==> src/rtl/fetch_queue_if.sv <==
// Instruction-memory request/response bus between fetch_queue (master) and imem (slave).
// One request outstanding at a time; req/addr held until ack.
interface fetch_queue_if;
  logic        imem_req;
  logic [31:0] imem_addr;
  logic        imem_ack;
  logic [31:0] imem_rdata;

  modport master (output imem_req, imem_addr, input imem_ack, imem_rdata);
  modport slave  (input imem_req, imem_addr, output imem_ack, imem_rdata);
endinterface

==> src/rtl/fetch_queue.sv <==
// Instruction prefetch queue feeding IF/ID: owns fetch PC, one outstanding imem request, FIFO of {pc4, inst}.
// Optional FETCH_QUEUE_BYPASS_EN: an ack into an empty queue is presented on inst the same cycle.
module fetch_queue #(
  parameter int unsigned DEPTH    = 4,
  parameter logic [31:0] RESET_PC = 32'h0
) (
  input  logic                       clk,
  input  logic                       rst,
  input  logic                       redirect,
  input  logic [31:0]                redirect_pc,
  input  logic                       deq,
  fetch_queue_if.master              imem,
  output logic                       inst_valid,
  output logic [31:0]                inst,
  output logic [31:0]                inst_pc4,
  output logic [$clog2(DEPTH):0]     count
);

  localparam int unsigned PW = $clog2(DEPTH);
  localparam int unsigned CW = PW + 1;

  typedef enum logic [1:0] {IDLE, WAIT, DRAIN} state_t;

  state_t         state_q, state_d;
  logic [31:0]    fpc_q, fpc_d, target_q, target_d, fpc_inc;
  logic [PW-1:0]  rptr_q, wptr_q;
  logic [CW-1:0]  count_q;
  logic [31:0]    inst_mem [DEPTH];
  logic [31:0]    pc4_mem  [DEPTH];
  logic           fifo_valid, ack_hit, accept, wr_en, rd_en;

  assign fpc_inc    = fpc_q + 32'd4;
  assign fifo_valid = (count_q != '0);
  assign count      = count_q;

  always_comb begin
    imem.imem_req  = 1'b0;
    imem.imem_addr = fpc_q;
    state_d        = state_q;
    fpc_d          = fpc_q;
    target_d       = target_q;

    // Request is gated by rst so imem_req reads 0 while reset is held.
    unique case (state_q)
      IDLE:        imem.imem_req = rst && (count_q < CW'(DEPTH));
      WAIT, DRAIN: imem.imem_req = 1'b1;
      default:     imem.imem_req = 1'b0;
    endcase

    ack_hit = imem.imem_ack && imem.imem_req;
    accept  = ack_hit && (state_q != DRAIN) && !redirect;

    if (redirect) begin
      // A request the memory already holds must finish; park the target until its ack.
      if (state_q == DRAIN) begin
        if (ack_hit) begin
          fpc_d   = redirect_pc;
          state_d = IDLE;
        end else begin
          target_d = redirect_pc;
        end
      end else if (imem.imem_req && !imem.imem_ack) begin
        target_d = redirect_pc;
        state_d  = DRAIN;
      end else begin
        fpc_d   = redirect_pc;
        state_d = IDLE;
      end
    end else begin
      unique case (state_q)
        IDLE: begin
          if (imem.imem_req) begin
            if (imem.imem_ack) fpc_d = fpc_inc;
            else               state_d = WAIT;
          end
        end
        WAIT: begin
          if (imem.imem_ack) begin
            fpc_d   = fpc_inc;
            state_d = IDLE;
          end
        end
        DRAIN: begin
          if (imem.imem_ack) begin
            fpc_d   = target_q;
            state_d = IDLE;
          end
        end
        default: state_d = IDLE;
      endcase
    end
  end

`ifdef FETCH_QUEUE_BYPASS_EN
  logic bypass;
  assign bypass = accept && !fifo_valid;
  assign wr_en  = accept && !(bypass && deq);
`else
  assign wr_en  = accept;
`endif
  assign rd_en = deq && !redirect && fifo_valid;

  always_comb begin
    inst_valid = 1'b0;
    inst       = '0;
    inst_pc4   = '0;
    if (fifo_valid) begin
      inst_valid = 1'b1;
      inst       = inst_mem[rptr_q];
      inst_pc4   = pc4_mem[rptr_q];
    end
`ifdef FETCH_QUEUE_BYPASS_EN
    else if (bypass) begin
      inst_valid = 1'b1;
      inst       = imem.imem_rdata;
      inst_pc4   = fpc_inc;
    end
`endif
  end

  always_ff @(posedge clk or negedge rst) begin
    if (!rst) begin
      state_q  <= IDLE;
      fpc_q    <= RESET_PC;
      target_q <= RESET_PC;
      rptr_q   <= '0;
      wptr_q   <= '0;
      count_q  <= '0;
    end else begin
      state_q  <= state_d;
      fpc_q    <= fpc_d;
      target_q <= target_d;
      if (redirect) begin
        rptr_q  <= '0;
        wptr_q  <= '0;
        count_q <= '0;
      end else begin
        if (wr_en) wptr_q <= wptr_q + PW'(1);
        if (rd_en) rptr_q <= rptr_q + PW'(1);
        unique case ({wr_en, rd_en})
          2'b10:   count_q <= count_q + CW'(1);
          2'b01:   count_q <= count_q - CW'(1);
          default: count_q <= count_q;
        endcase
      end
    end
  end

  always_ff @(posedge clk) begin
    if (wr_en) begin
      inst_mem[wptr_q] <= imem.imem_rdata;
      pc4_mem[wptr_q]  <= fpc_inc;
    end
  end

endmodule

==> src/flat_wrapper.sv <==
// flat-port wrapper written by rule: the top's interface ports become plain ports
module fetch_queue_flat 
#(
  parameter int unsigned DEPTH    = 4,
  parameter logic [31:0] RESET_PC = 32'h0
)
  (clk, rst, redirect, redirect_pc, deq, inst_valid, inst, inst_pc4, count, imem_imem_req, imem_imem_addr, imem_imem_ack, imem_imem_rdata);
  fetch_queue_if imem_i ();
  input  logic clk;
  input  logic rst;
  input  logic redirect;
  input  logic [31:0] redirect_pc;
  input  logic deq;
  output logic inst_valid;
  output logic [31:0] inst;
  output logic [31:0] inst_pc4;
  output logic [$clog2(DEPTH):0] count;
  output wire logic [$bits(imem_i.imem_req)-1:0] imem_imem_req;
  output wire logic [$bits(imem_i.imem_addr)-1:0] imem_imem_addr;
  input wire logic [$bits(imem_i.imem_ack)-1:0] imem_imem_ack;
  input wire logic [$bits(imem_i.imem_rdata)-1:0] imem_imem_rdata;
  assign imem_imem_req = imem_i.imem_req;
  assign imem_imem_addr = imem_i.imem_addr;
  assign imem_i.imem_ack = imem_imem_ack;
  assign imem_i.imem_rdata = imem_imem_rdata;
  fetch_queue #(.DEPTH(DEPTH), .RESET_PC(RESET_PC)) u_core (.clk(clk), .rst(rst), .redirect(redirect), .redirect_pc(redirect_pc), .deq(deq), .imem(imem_i), .inst_valid(inst_valid), .inst(inst), .inst_pc4(inst_pc4), .count(count));
endmodule
==> config.mk <==
export PLATFORM = sky130hd
export DESIGN_NAME = fetch_queue_flat
export DESIGN_NICKNAME = d
export VERILOG_FILES = /design/src/rtl/fetch_queue_if.sv /design/src/rtl/fetch_queue.sv /design/src/flat_wrapper.sv
export SDC_FILE = /design/constraint.sdc
export NUM_CORES = 1
export LEC_CHECK = 0
export BUFFER_PORTS_ARGS = -buffer_cell sky130_fd_sc_hd__buf_2
export CAP_MARGIN = 5
export CORE_MARGIN = 8
export CORE_UTILIZATION = 40
export DETAILED_ROUTE_END_ITERATION = 8
export PLACE_DENSITY_LB_ADDON = 0.25
export SETUP_SLACK_MARGIN = 0.2
export SYNTH_ARGS = -nofsm -noshare
export SYNTH_HDL_FRONTEND = slang
export SYNTH_SLANG_ARGS = --single-unit
==> constraint.sdc <==
create_clock -name clk -period 7.6 [get_ports clk]
set_input_delay 0.38 -clock clk [delete_from_list [all_inputs] [get_ports clk]]
set_output_delay 0.38 -clock clk [all_outputs]
set_load 0.1 [all_outputs]
==> metrics.cfg <==
[status]
status=complete, no violations

[clocking]
ctsResizeCount=0
postCtsSetupBuffers=0
cts_root_buf=clkbuf_16
cts_inserted_buffers=36
htreeDepth=2
cts_max_path_buffers=3
clk_latency_ps=520
cts_tree=done
clock-sinks=329
clk_pin_slew_ps=60
ctsHoldBuffers=1

[grt]
overflow=0
antenna_found_initial=1
grt_pass1_vias=8555
grt_max_degree=67
grt_first_pass_wirelength_mm=50.4
grt_use_total_pct=15.5

[synthesis]
synth-xor-area-share_pct=2.06
yosysSeqAreaShare_pct=67.7
synth_compound_gate_area_share_pct=5.95
synth_fa_ha_area_share_pct=0.854
postSynthCellCount=861
synth_top_family_by_area=multiplexers
synth_top_area_share_pct=54.7
synth.cell_area_um2=14100
synth-edff-count=256
synth-seq-cells=329
synthArstFlopShare_pct=22.2
synth_mux_area_share_pct=13.5
syn_nets=939
synthDistinctLibCells=63
yosys.area_share.simple_pct=7.75
ys.flop_type=edfxtp_1
synth_area_leaders=edfxtp_1 55%, dfrtp_1 13%, mux4_2 10%
synth_warnings=0
synth_top_cell_by_area=edfxtp_1
syn_avg_cell_area_um2=16.3

[detailed_routing]
ant_nets=0
drt_wl_total_mm=32.4
wl_per_cell_um=21.4
num_vias=8119
via_per_inst=5.36
drt_first_pass_iters=5
drtIter0Drc=476
drc=0

[min_path]
min_path_cells=1
min-delay-path-class=in2reg

[sta]
finalCriticalPeriod_ps=3530
skew_ps=22.1
fmax_mhz=283
tns_ps=0
hold_viol=0
max_slew_margin_pct=27.5
finalMaxSlewViolations=0
timing.hold.ws_ps=86.3
finalSetupViolCount=0
rsz0062_at_grt=false
tightest_slew_ps=1090
finalCritPeriodShare_pct=46.5

[setup_path]
worst_ep_arrival_time_ps=3150
crit_path_cell_trace=buf_4 -> mux4_2 -> and2_1 -> buf_2
worstSetupPathDepth=4
crit_family=buffers and inverters
slowest_stage=buf_4
required_ps=7220
endpoint_kind=output pin
slowest_delay_ps=870
worstSetupPathType=reg2out
reg2regPathDepth=7
path_max_fanout=50
crit_buf_inv=2
start_kind=flop

[floorplanning]
core_um2=34500
io_pins=170
rows=68
die_area_um2=41400
start_util_pct=40.7
dieHeight_um=203
die_width_um=203

[final_layout]
final_layout_size_suffix_gt1_share_pct=33.7
n_fill_cell=3041
most-common-layout-cells=256 x edfxtp_1, 168 x buf_2, 71 x dfrtp_1
layout_commonest_cell=edfxtp_1
area_growth_pct=18.0
diodes=0
nets=1109

[flow_run]
max_cap_violations=0

[placement]
hpwl_mm=20.3
place.gp.congestion=0.787
place.port_buffers=169

[layer usage]
layer  GRT usage, %  share of wire, %  routed length [um]
met5              0             0.040                  13
met4           3.63               1.6                 522
met3           3.65               6.4                2080
met2           24.5                46               14900
met1           21.7                46               14900
[per-stage QoR]
step	cell area, um^2	utilization [%]	std cells	setup WS [ps]
global placement	15400	44.4	1447	4500
global route	16600	48.0	1514	3820
floorplan	14100	-	861	3630
CTS	16600	48.0	1514	3940
finish	16600	48.0	1514	4070
detailed placement	15400	44.4	1447	4480
[cell usage after synthesis, drive strengths merged, types with 9 or more instances]
cell,number
xnor2,18
mux4,64
clkbuf,25
nand4,12
o21ai,28
nor2,39
edfxtp,256
xor2,15
mux2,33
nor3,9
buf,25
dfrtp,73
and2,70
inv,22
nand2,25
mux2i,9
a21oi,30
nand3,12
[registers in the layout, indices dropped and copies added (netlist names)]
name	cells
u_core.state_q	2
u_core.count	3
u_core.inst_mem	128
u_core.imem.imem_addr	32
u_core.wptr_q	2
u_core.pc4_mem	128
u_core.rptr_q	2
u_core.target_q	32
[cells by family (layout without fill, tap and decap cells)]
kind of cell | after synthesis | after routing
and+or+nand+nor | 193 | 193
xor gates and xnor gates | 33 | 33
adders and majority gates | 9 | 9
AOI/OAI and AO/OA | 119 | 119
DFF | 329 | 329
buffers and inverters | 72 | 270
muxes | 106 | 106
[layout make-up]
class | count | area [um^2] | share of cell area (%)
clock buffers | 47 | 995 | 6.00
clock inverters | 19 | 233 | 1.40
inverters | 22 | 82.6 | 0.498
multi-input cells | 460 | 4240 | 25.6
flip-flops and latches | 329 | 9520 | 57.4
well taps | 455 | 569 | 3.43
repair buffers | 182 | 948 | 5.72
[path summary, 6_finish.rpt]
check / endpoint / start / slack [ps]
max: inst_pc4[7] / u_core.rptr_q[0] / 4070
min: u_core.inst_mem[0][28] / imem_imem_rdata[28] / 90
max reg2reg: u_core.inst_mem[2][2] / u_core.state_q[0] / 4550
min reg2reg: u_core.target_q[1] / u_core.target_q[1] / 500
max in group asynchronous: u_core.target_q[22] / rst / 6240
min in group asynchronous: u_core.state_q[0] / rst / 310
Power is left out: the tool's default activity adds up to more than one toggle a clock period on the data nets, which glitch-free logic cannot reach.
